### config.mk
export PLATFORM = sky130hd
export DESIGN_NAME = mini_uart
export DESIGN_NICKNAME = d
export VERILOG_FILES = /design/src/rtl/mini_uart.sv
export SDC_FILE = /design/constraint.sdc
export NUM_CORES = 1
export LEC_CHECK = 0
export CAP_MARGIN = 5
export CORE_MARGIN = 2
export CORE_UTILIZATION = 53
export DETAILED_ROUTE_END_ITERATION = 10
export PLACE_DENSITY = 0.78
export SLEW_MARGIN = 20
export SYNTH_ARGS = -nofsm -noshare
export SYNTH_HDL_FRONTEND = slang
export SYNTH_SLANG_ARGS = --single-unit
### constraint.sdc
create_clock -name clk -period 3.6 [get_ports clk]
set_input_delay 0.54 -clock clk [delete_from_list [all_inputs] [get_ports clk]]
set_output_delay 0.54 -clock clk [all_outputs]
set_load 0.005 [all_outputs]
### src/rtl/mini_uart.sv
// mini_uart: WISHBONE-style 8N1 UART with TX holding register, 1-byte RX buffer,
// line status and separate TX/RX divisors. Define UART_IRQ_EN to build the IER/IRQ path.
module mini_uart #(
  parameter int unsigned DIV_RESET = 217
) (
  input  logic        clk,
  input  logic        rst,
  input  logic [2:0]  off,
  input  logic [31:0] din,
  output logic [31:0] dout,
  input  logic        stb,
  input  logic        we,
  output logic        ack,
  input  logic        rxd,
  output logic        txd,
  output logic        IRQ_data_complete
);

  localparam logic [15:0] DIV_INIT = DIV_RESET[15:0];

  localparam logic [2:0] OFF_DATA = 3'd0;
  localparam logic [2:0] OFF_IER  = 3'd1;
  localparam logic [2:0] OFF_LSR  = 3'd2;
  localparam logic [2:0] OFF_DIVR = 3'd3;
  localparam logic [2:0] OFF_DIVT = 3'd4;

  // Divisors below 2 would make half-bit timing collapse to zero clocks.
  function automatic logic [15:0] eff_div(input logic [15:0] d);
    return (d < 16'd2) ? 16'd2 : d;
  endfunction

  logic wr, rd;
  logic wr_data, rd_data, rd_lsr;

  assign wr      = stb & we;
  assign rd      = stb & ~we;
  assign wr_data = wr && (off == OFF_DATA);
  assign rd_data = rd && (off == OFF_DATA);
  assign rd_lsr  = rd && (off == OFF_LSR);
  assign ack     = stb;

  logic unused_din;
  assign unused_din = ^din[31:16];

  logic [15:0] divr_d, divr_q;
  logic [15:0] divt_d, divt_q;

  always_comb begin
    divr_d = divr_q;
    divt_d = divt_q;
    if (wr && (off == OFF_DIVR)) divr_d = din[15:0];
    if (wr && (off == OFF_DIVT)) divt_d = din[15:0];
  end

  always_ff @(posedge clk) begin
    if (rst) begin
      divr_q <= DIV_INIT;
      divt_q <= DIV_INIT;
    end else begin
      divr_q <= divr_d;
      divt_q <= divt_d;
    end
  end

`ifdef UART_IRQ_EN
  logic ier_d, ier_q;

  always_comb begin
    ier_d = ier_q;
    if (wr && (off == OFF_IER)) ier_d = din[0];
  end

  always_ff @(posedge clk) begin
    if (rst) ier_q <= 1'b0;
    else     ier_q <= ier_d;
  end
`else
  logic ier_q;
  assign ier_q = 1'b0;
`endif

  // ---------------------------------------------------------------- transmitter
  typedef enum logic [1:0] {TX_IDLE, TX_LOAD, TX_SHIFT} tx_state_t;

  tx_state_t   tx_state_q;
  logic        txd_q;
  logic        thre_q;
  logic [8:0]  tx_shift_q;
  logic [3:0]  tx_bit_q;
  logic [15:0] tx_cnt_q;
  logic [15:0] tx_div_q;

  always_ff @(posedge clk) begin
    if (rst) begin
      tx_state_q <= TX_IDLE;
      txd_q      <= 1'b1;
      thre_q     <= 1'b1;
      tx_bit_q   <= 4'd0;
      tx_cnt_q   <= 16'd0;
      tx_div_q   <= 16'd2;
    end else begin
      case (tx_state_q)
        TX_IDLE: begin
          if (wr_data) begin
            tx_shift_q <= {1'b1, din[7:0]};
            thre_q     <= 1'b0;
            tx_state_q <= TX_LOAD;
          end
        end
        TX_LOAD: begin
          txd_q      <= 1'b0;
          tx_bit_q   <= 4'd0;
          tx_cnt_q   <= 16'd0;
          tx_div_q   <= eff_div(divt_q);
          tx_state_q <= TX_SHIFT;
        end
        TX_SHIFT: begin
          // Divisor is re-sampled only at bit boundaries.
          if (tx_cnt_q == tx_div_q - 16'd1) begin
            tx_cnt_q <= 16'd0;
            tx_div_q <= eff_div(divt_q);
            if (tx_bit_q == 4'd9) begin
              txd_q      <= 1'b1;
              thre_q     <= 1'b1;
              tx_state_q <= TX_IDLE;
            end else begin
              txd_q      <= tx_shift_q[0];
              tx_shift_q <= {1'b1, tx_shift_q[8:1]};
              tx_bit_q   <= tx_bit_q + 4'd1;
            end
          end else begin
            tx_cnt_q <= tx_cnt_q + 16'd1;
          end
        end
        default: tx_state_q <= TX_IDLE;
      endcase
    end
  end

  assign txd = txd_q;

  // ---------------------------------------------------------------- receiver
  typedef enum logic [2:0] {RX_IDLE, RX_START, RX_DATA, RX_STOP, RX_WAITHI} rx_state_t;

  rx_state_t   rx_state_q;
  logic        rxd_s1_q, rxd_s2_q;
  logic [7:0]  rx_shift_q;
  logic [7:0]  rx_buf_q;
  logic [2:0]  rx_bit_q;
  logic [15:0] rx_cnt_q;
  logic [15:0] rx_div_q;
  logic        dr_q;
  logic        fe_q;

  always_ff @(posedge clk) begin
    if (rst) begin
      rxd_s1_q <= 1'b1;
      rxd_s2_q <= 1'b1;
    end else begin
      rxd_s1_q <= rxd;
      rxd_s2_q <= rxd_s1_q;
    end
  end

  always_ff @(posedge clk) begin
    if (rst) begin
      rx_state_q <= RX_IDLE;
      rx_bit_q   <= 3'd0;
      rx_cnt_q   <= 16'd0;
      rx_div_q   <= 16'd2;
      dr_q       <= 1'b0;
      fe_q       <= 1'b0;
    end else begin
      // Bus clears come first so a same-edge latch or error overrides them.
      if (rd_data) dr_q <= 1'b0;
      if (rd_lsr)  fe_q <= 1'b0;
      case (rx_state_q)
        RX_IDLE: begin
          if (!rxd_s2_q) begin
            rx_cnt_q   <= 16'd0;
            rx_div_q   <= eff_div(divr_q);
            rx_state_q <= RX_START;
          end
        end
        RX_START: begin
          if (rx_cnt_q == {1'b0, rx_div_q[15:1]} - 16'd1) begin
            rx_cnt_q <= 16'd0;
            rx_div_q <= eff_div(divr_q);
            rx_bit_q <= 3'd0;
            if (rxd_s2_q) rx_state_q <= RX_IDLE;
            else          rx_state_q <= RX_DATA;
          end else begin
            rx_cnt_q <= rx_cnt_q + 16'd1;
          end
        end
        RX_DATA: begin
          if (rx_cnt_q == rx_div_q - 16'd1) begin
            rx_cnt_q   <= 16'd0;
            rx_div_q   <= eff_div(divr_q);
            rx_shift_q <= {rxd_s2_q, rx_shift_q[7:1]};
            rx_bit_q   <= rx_bit_q + 3'd1;
            if (rx_bit_q == 3'd7) rx_state_q <= RX_STOP;
          end else begin
            rx_cnt_q <= rx_cnt_q + 16'd1;
          end
        end
        RX_STOP: begin
          if (rx_cnt_q == rx_div_q - 16'd1) begin
            rx_cnt_q <= 16'd0;
            if (rxd_s2_q) begin
              rx_buf_q   <= rx_shift_q;
              dr_q       <= 1'b1;
              rx_state_q <= RX_IDLE;
            end else begin
              fe_q       <= 1'b1;
              rx_state_q <= RX_WAITHI;
            end
          end else begin
            rx_cnt_q <= rx_cnt_q + 16'd1;
          end
        end
        RX_WAITHI: begin
          // A stuck-low line must go high before another start bit is accepted.
          if (rxd_s2_q) rx_state_q <= RX_IDLE;
        end
        default: rx_state_q <= RX_IDLE;
      endcase
    end
  end

  // ---------------------------------------------------------------- read mux / irq
  always_comb begin
    dout = 32'd0;
    case (off)
      OFF_DATA: dout = {24'd0, rx_buf_q};
      OFF_IER:  dout = {31'd0, ier_q};
      OFF_LSR:  dout = {26'd0, thre_q, 1'b0, fe_q, 2'd0, dr_q};
      OFF_DIVR: dout = {16'd0, divr_q};
      OFF_DIVT: dout = {16'd0, divt_q};
      default:  dout = 32'd0;
    endcase
  end

`ifdef UART_IRQ_EN
  assign IRQ_data_complete = dr_q & ier_q;
`else
  assign IRQ_data_complete = 1'b0;
`endif

endmodule

==> results of run 1 <==
sequential cells by signal, summed over array words and instances (netlist names):
register,flops
divr_q,16
divt_q,16
dr_q,1
fe_q,1
rx_bit_q,3
rx_buf_q,8
rx_cnt_q,16
rx_div_q,16
rx_shift_q,8
rx_state_q,3
rxd_s1_q,1
rxd_s2_q,1
thre_q,1
tx_bit_q,4
tx_cnt_q,16
tx_div_q,16
tx_shift_q,8
tx_state_q,2
txd,1
cells by family after synthesis:
| kind of cell | count (synthesis) |
|---|---|
| AND/OR/NAND/NOR | 375 |
| AO/OA/AOI/OAI | 187 |
| flip-flops | 138 |
| buffers and inverters | 106 |
| XOR/XNOR | 74 |
| multiplexers | 35 |
| adder cells (fa/ha/maj) | 13 |
| other | 1 |
cells in the final DEF (no fill, tap or decap), types with 17 or more instances in the layout:
cell type / synthesis / routed
a21oi_1: 49 / 49
buf_4: 23 / 28
clkbuf_16: 0 / 18
clkdlybuf4s50_1: 0 / 40
conb_1: 1 / 17
dfxtp_1: 114 / 114
edfxtp_1: 24 / 24
inv_1: 19 / 19
mux2i_1: 28 / 28
nand2_1: 105 / 105
nand3_1: 34 / 34
nor2_1: 68 / 68
nor3_1: 20 / 20
nor4_1: 17 / 17
o21ai_0: 35 / 35
xnor2_1: 37 / 37
xor2_1: 37 / 37
power by group through the flow:
stage | Clock (mW) | Combinational [mW] | Sequential (mW)
3_3_place_gp | 0 | 1.02 | 1.78
4_1_cts | 1.84 | 1.06 | 1.75
5_1_grt | 1.90 | 1.18 | 1.76
2_1_floorplan | 0 | 0.816 | 1.74
6_report | 1.83 | 1.08 | 1.75
3_5_place_dp | 0 | 1.04 | 1.78
cells in the mapped netlist (4+ instances only):
master and count:
and4_1 6, or3_1 8, nand3b_1 14, nand4_1 14
or4_1 6, buf_2 9, o31ai_1 8, or3b_2 4
nor2_1 68, nor2b_1 7, clkbuf_1 49, and2_1 4
nand3_1 34, xor2_1 37, a21o_1 9, edfxtp_1 24
o21ai_0 35, mux2i_1 28, a21oi_1 49, dfxtp_1 114
a211oi_1 9, a41oi_1 6, a211o_1 4, mux2_2 7
nand2b_1 12, a22o_1 14, nand2_1 105, ha_1 13
or2_2 11, buf_4 23, nor3b_1 9, xnor2_1 37
nor4b_1 7, a31oi_1 11, inv_1 19, and3_1 14
a22oi_1 8, nor4_1 17, nor3_1 20
layer usage:
layer	vias up	routed length (um)	part of all wire, %	GRT usage (%)
li1	3339	-	-	-
met1	3307	9170	47	34.7
met2	279	8660	44	37.0
met3	37	1510	7.7	4.93
met4	0	328	1.7	7.76
met5	-	0	0	0
final timing paths:
kind          startpoint           to  slack, ns  cells past startpoint
min             rxd_s1_q     rxd_s2_q       0.41                      1
max reg2reg  rx_div_q[1]  rx_buf_q[3]       0.20                     12
max          rx_div_q[1]  rx_buf_q[3]       0.20                     12
min reg2reg     rxd_s1_q     rxd_s2_q       0.41                      1
critical path, stage by stage, from the launching register on:
cell	delay (ns)
dfxtp_1	0.40
inv_1	0.11
ha_1	0.24
nor2b_1	0.17
buf_4	0.16
a41oi_1	0.16
a211oi_1	0.08
a211oi_2	0.37
nor2_1	0.11
or4b_1	0.56
or3_1	0.37
nor3b_2	0.15
buf_4	0.20
cell type report:
cell class | instances | share of cell area (%)
inverter | 19 | 0.784
clock inverter | 6 | 1.21
clock buffer | 25 | 5.57
sequential | 138 | 33.0
multi-input combinational | 701 | 49.9
tap | 184 | 2.53
timing repair buffer | 70 | 6.99
through the flow:
step	cells	util, %	cell area [sq um]
2_1_floorplan	945	-	8050
5_1_grt	1143	62.1	9100
3_3_place_gp	1112	57.8	8470
6_report	1143	62.1	9100
4_1_cts	1143	62.1	9090
3_5_place_dp	1112	57.8	8470
repair_timing:
item | in CTS | in global routing
hold buffers | 0 | 0
endpoints found under the setup margin | 0 | 31
resized for setup | 0 | 2
==> run metrics, run 1 <==
f_max=294 MHz; n_diodes=0; CTS tree=built; PD cells=512 nW/um^2; sw frac=between 20% and 30%; Synth Area in XOR/XNOR=8.12%; initial antenna violation count=0; clk buf depth=2; post-synthesis cell count=929; final hold slack=0.405 ns; adder-cell share of the synthesized area=around 2.0%; Die X=127 um; Worst-Margin Slew=around 0.70 ns; die area=roughly 16,000 sq um; ys async rst share=0%; all-layer global routing usage=24.3%; DRC violations left=0; kind of start point of the critical path=flop; outcome=complete, no violations; Initial Util=approximately 55%; area occupied by registers=3000 sq um; fraction of synthesized area in multiplexers=4.50%; fin nets=~1,000; buffers added on ports=41; Sink Count=138; first-pass GRT wire length=approximately 32 mm; max-capacitance violation count=0; Pint=3.32 mW; vias in the first global route=between 6,000 and 7,000; fin crit period=3.40 ns; Root Driver=clkbuf_16; DR vias=6,962; Layout area overhead=13.9%; combinational share of power=between 20% and 30%; top post-synthesis cells by area=dfxtp_1 (29%), edfxtp_1 (9.0%), nand2_1 (4.9%), xnor2_1 (4.1%), xor2_1 (4.1%); layout cell share with drive strength beyond 1=between 10% and 20%; FP Rows=44; RSZ-0062 raised after global routing=false; GPL Wtd Cong=slightly above 0.9; Worst Path Max Fanout=8; Routed WL=~20 mm; CTS H-Tree Depth=4; pin count of the biggest net entering global routing=41; HPWL after DPL=13.6 mm; #FFs+latches synth=138; leak pwr=3.54 nW; Synth Area in Simple Gates=25.1%; die height=127 um; largest family of logic cells by synthesized area=simple AND/OR/NAND/NOR gates; Yosys top cell area share=between 20% and 30%; worst path arrival time=3.52 ns; Clk pwr share=between 30 and 40%; post-route ant nets=0; Tot Pwr=4.66 mW; WP data required=3.72 ns; clock slew at the register clock pins of the worst setup and hold paths=0.05 ns; # fillers=between 1,000 and 1,500; GRT overflow=0; warnings from Yosys=0; final setup TNS=0 ns; Max VDD drop=0.000386 V; Setup Buffers After CTS=0; Crit Path Category=flop to flop; worst slack, placed=0.202 ns; Net Switching=around 1.3 mW; Yosys cell types=74; Post-synth EDFFs=24; skew final=0.00835 ns; worst setup margin=0.202 ns; Seq/Total Area, Yosys=37.6%; area of the multi-input gates=~4500 sq um; worst hold path type=flop to flop; period utilization=94.4%; Synth Flop Type=dfxtp_1; wire per inst=17.2 um; CP endpoint kind=flop; largest area contributor in the netlist=dfxtp_1; core area=around 15,000 sq um; DR iter-0 viols=774; Slew HR=53.1%; Worst-Skew Late Latency=0.42 ns; First-pass DRT Iterations=6; post-synthesis compound-gate area fraction=between 10% and 20%; Seq pwr share=37.6%; Top-Level Pins=75; Vias/cell=6.09; Mapped Area=7990 sq um; synthesized area per cell=8.60 sq um; Final Hold Viols=0; CTS Buf Count=17; setup violators final=0; Final Slew Violations=0
Power figures use the tool's default switching activity.
==> run 2: changes to the inputs <==
--- a/config.mk
+++ b/config.mk
@@ -9,7 +9,7 @@
 export CORE_MARGIN = 2
 export CORE_UTILIZATION = 53
 export DETAILED_ROUTE_END_ITERATION = 10
-export PLACE_DENSITY = 0.78
+export PLACE_DENSITY = 0.85
 export SLEW_MARGIN = 20
 export SYNTH_ARGS = -nofsm -noshare
 export SYNTH_HDL_FRONTEND = slang
==> run 2 against run 1 <==
Against the previous run:
- clock skew up 0.0028 ns
- sequential share of layout area rose by 0.12 points
- hold slack gained 0.0066 ns
- combinational power hardly changed
- sequential power barely moved
- worst setup slack improved by 0.038 ns
- clock-buffer cell count is 5 lower
- flip-flop and latch count is the same
- critical path type unchanged
==> run metrics, run 2 (same netlist as run 1, synthesis figures left out) <==
outcome=complete, no violations; kind of start point of the critical path=flop; DR vias=6,988 (+0.37%); leak pwr=3.53 nW (-0.39%); n_diodes=0 (unchanged); R2R depth=9 (-3); clock slew at the register clock pins of the worst setup and hold paths=0.06 ns (about the same); worst path arrival time=3.67 ns (+0.15 ns); HPWL after DPL=13.6 mm (about the same); DR iter-0 viols=673 (-13%); r2r setup slk=0.24 ns (+0.04 ns); Worst-Margin Slew=0.807 ns (+0.103 ns); Final Hold Viols=0 (unchanged); Final Slew Violations=0 (unchanged); FP Rows=44 (unchanged); DRC violations left=0 (unchanged); GPL Wtd Cong=0.921 (-1.3%); fin crit period=3.36 ns (-0.0382 ns); GRT overflow=0 (unchanged); initial antenna violation count=0 (unchanged); post-route ant nets=0 (unchanged); vias in the first global route=6,425 (+1.4%); Max VDD drop=0.000361 V (-6.7%); First-pass DRT Iterations=6 (unchanged); first-pass GRT wire length=32.5 mm (+2.0%); pin count of the biggest net entering global routing=50 (+22%); max-capacitance violation count=0 (unchanged); Top-Level Pins=75 (unchanged); hold path start=rxd_s1_q; die area=16,100 sq um (unchanged); Hold Path End=rxd_s2_q; fin nets=995 (-0.50%); worst hold path type=flop to flop; Initial Util=54.5% (unchanged); PD cells=511 nW/um^2 (-0.26%); all-layer global routing usage=24.9% (+0.62 points); Crit Path Category=flop to flop; most common cell after layout, fill and taps aside=dfxtp_1; Root Driver=clkbuf_16; RSZ-0062 raised after global routing=false; layout cell share with drive strength beyond 1=10.4% (+0.043 points); r2r startpoint=rx_div_q[8]; Layout area overhead=13.5%; Die X=127 um (unchanged); most frequent cells in the layout=dfxtp_1 (114), nand2_1 (105), nor2_1 (68), a21oi_1 (49), clkdlybuf4s50_1 (40); CTS tree=built; WP data required=3.91 ns (+0.19 ns); core area=14,600 sq um (unchanged); Sink Count=138 (unchanged); Slew HR=46.2% (-6.9 points); Tot Pwr=4.63 mW (-0.61%); CTS Buf Count=17 (unchanged); Vias/cell=6.14 (+0.73%); Layout Utilization=61.9% (-0.22 points); reg-to-reg endpoint=rx_div_q[0]; CTS H-Tree Depth=4 (unchanged); period utilization=93.3% (-1.1 points); setup violators final=0 (unchanged); Hold Path Stages=1 (unchanged); # fillers=1,154 (-5.7%); Worst Path Max Fanout=15 (+7); clk buf depth=2 (unchanged); f_max=298 MHz (+1.1%); buffers added on ports=41 (unchanged); die height=127 um (unchanged); Worst-Skew Late Latency=0.43 ns (about the same); final setup TNS=0 ns (unchanged); wire per inst=17.0 um (-1.2%); CP endpoint kind=flop; skew final=0.0112 ns (+0.00284 ns); Routed WL=19.4 mm (-1.5%)
## run 2: cell count changes in the layout (fill, tap and decap cells not counted), moves of 2 or more
cell / before / now
clkinv_4: 0 / 3
clkbuf_8: 3 / 1
clkinv_2: 1 / 3
inv_6: 0 / 2
clkbuf_1: 4 / 0
buf_4: 28 / 23
## run 2: worst max-delay path: stages, from the launching register on
cell and delay [ns]:
dfxtp_1 0.45, nor4_4 0.39, buf_4 0.21, nand3_1 0.07
or4_1 0.52, a211oi_1 0.27, nand4_1 0.26, o211ai_2 0.61
o21ai_0 0.23, a22o_1 0.23
## run 2: metrics by stage
stage / instance area (sq um) / setup slack (ns) / hold WS, ns / std cells
2_1_floorplan: 8050 / 0.205 / 0.389 / 945
3_3_place_gp: 8420 / 0.328 / 0.392 / 1105
3_5_place_dp: 8420 / 0.200 / 0.399 / 1105
4_1_cts: 9040 / 0.176 / 0.414 / 1137
5_1_grt: 9060 / 0.00405 / 0.439 / 1139
6_report: 9060 / 0.240 / 0.412 / 1139
## run 2: worst max path at each step
stage                      from             to  slack [ns]  cells after the start
floorplan           rx_div_q[1]    rx_buf_q[0]        0.20                     12
global placement    rx_div_q[1]    rx_buf_q[2]        0.33                     10
detailed placement  tx_div_q[0]  tx_shift_q[7]        0.20                     11
CTS                 tx_div_q[0]  tx_shift_q[7]        0.18                     11
global route        rx_div_q[2]    rx_div_q[0]       0.004                     11
finish              rx_div_q[8]    rx_div_q[0]        0.24                      9
## run 2: area by class of cell
type | instances | area [sq um] | area share, %
Sequential cell | 138 | 3000 | 33.1
Tap cell | 184 | 230 | 2.54
Clock buffer | 20 | 489 | 5.40
Inverter | 19 | 71.3 | 0.787
Multi-Input combinational cell | 701 | 4540 | 50.1
Clock inverter | 12 | 133 | 1.46
Timing Repair Buffer | 65 | 598 | 6.60
## run 2: per-layer routing
metal	vias to the layer above	routed length (um)	share of wire (%)	GRT usage [%]
met5	-	0	0	0
met2	307	8680	45	37.5
met3	48	1400	7.3	4.30
met1	3300	8780	45	35.9
met4	0	497	2.6	9.44
li1	3333	-	-	-
## run 2: what timing repair did
| item | in CTS | in global routing |
|---|---|---|
| buffers inserted | 0 | 2 |
| setup endpoints to repair | 0 | 18 |
| resized for setup | 0 | 2 |
| hold buffers | 0 | 0 |
## run 2: report_power, final
part	total [mW]	switching, mW	internal (mW)
combinational	1.06	0.590	0.472
sequential	1.76	0.103	1.65
clock	1.82	0.692	1.12
total	4.63	1.38	3.25
==> run 3: changes to the inputs <==
--- a/config.mk
+++ b/config.mk
@@ -9,6 +9,7 @@
 export CORE_MARGIN = 2
 export CORE_UTILIZATION = 53
 export DETAILED_ROUTE_END_ITERATION = 10
+export HOLD_SLACK_MARGIN = 0.1
 export PLACE_DENSITY = 0.85
 export SLEW_MARGIN = 20
 export SYNTH_ARGS = -nofsm -noshare
==> results of run 3 <==
The final DEF is identical to that of run 2; final timing and power are the same.
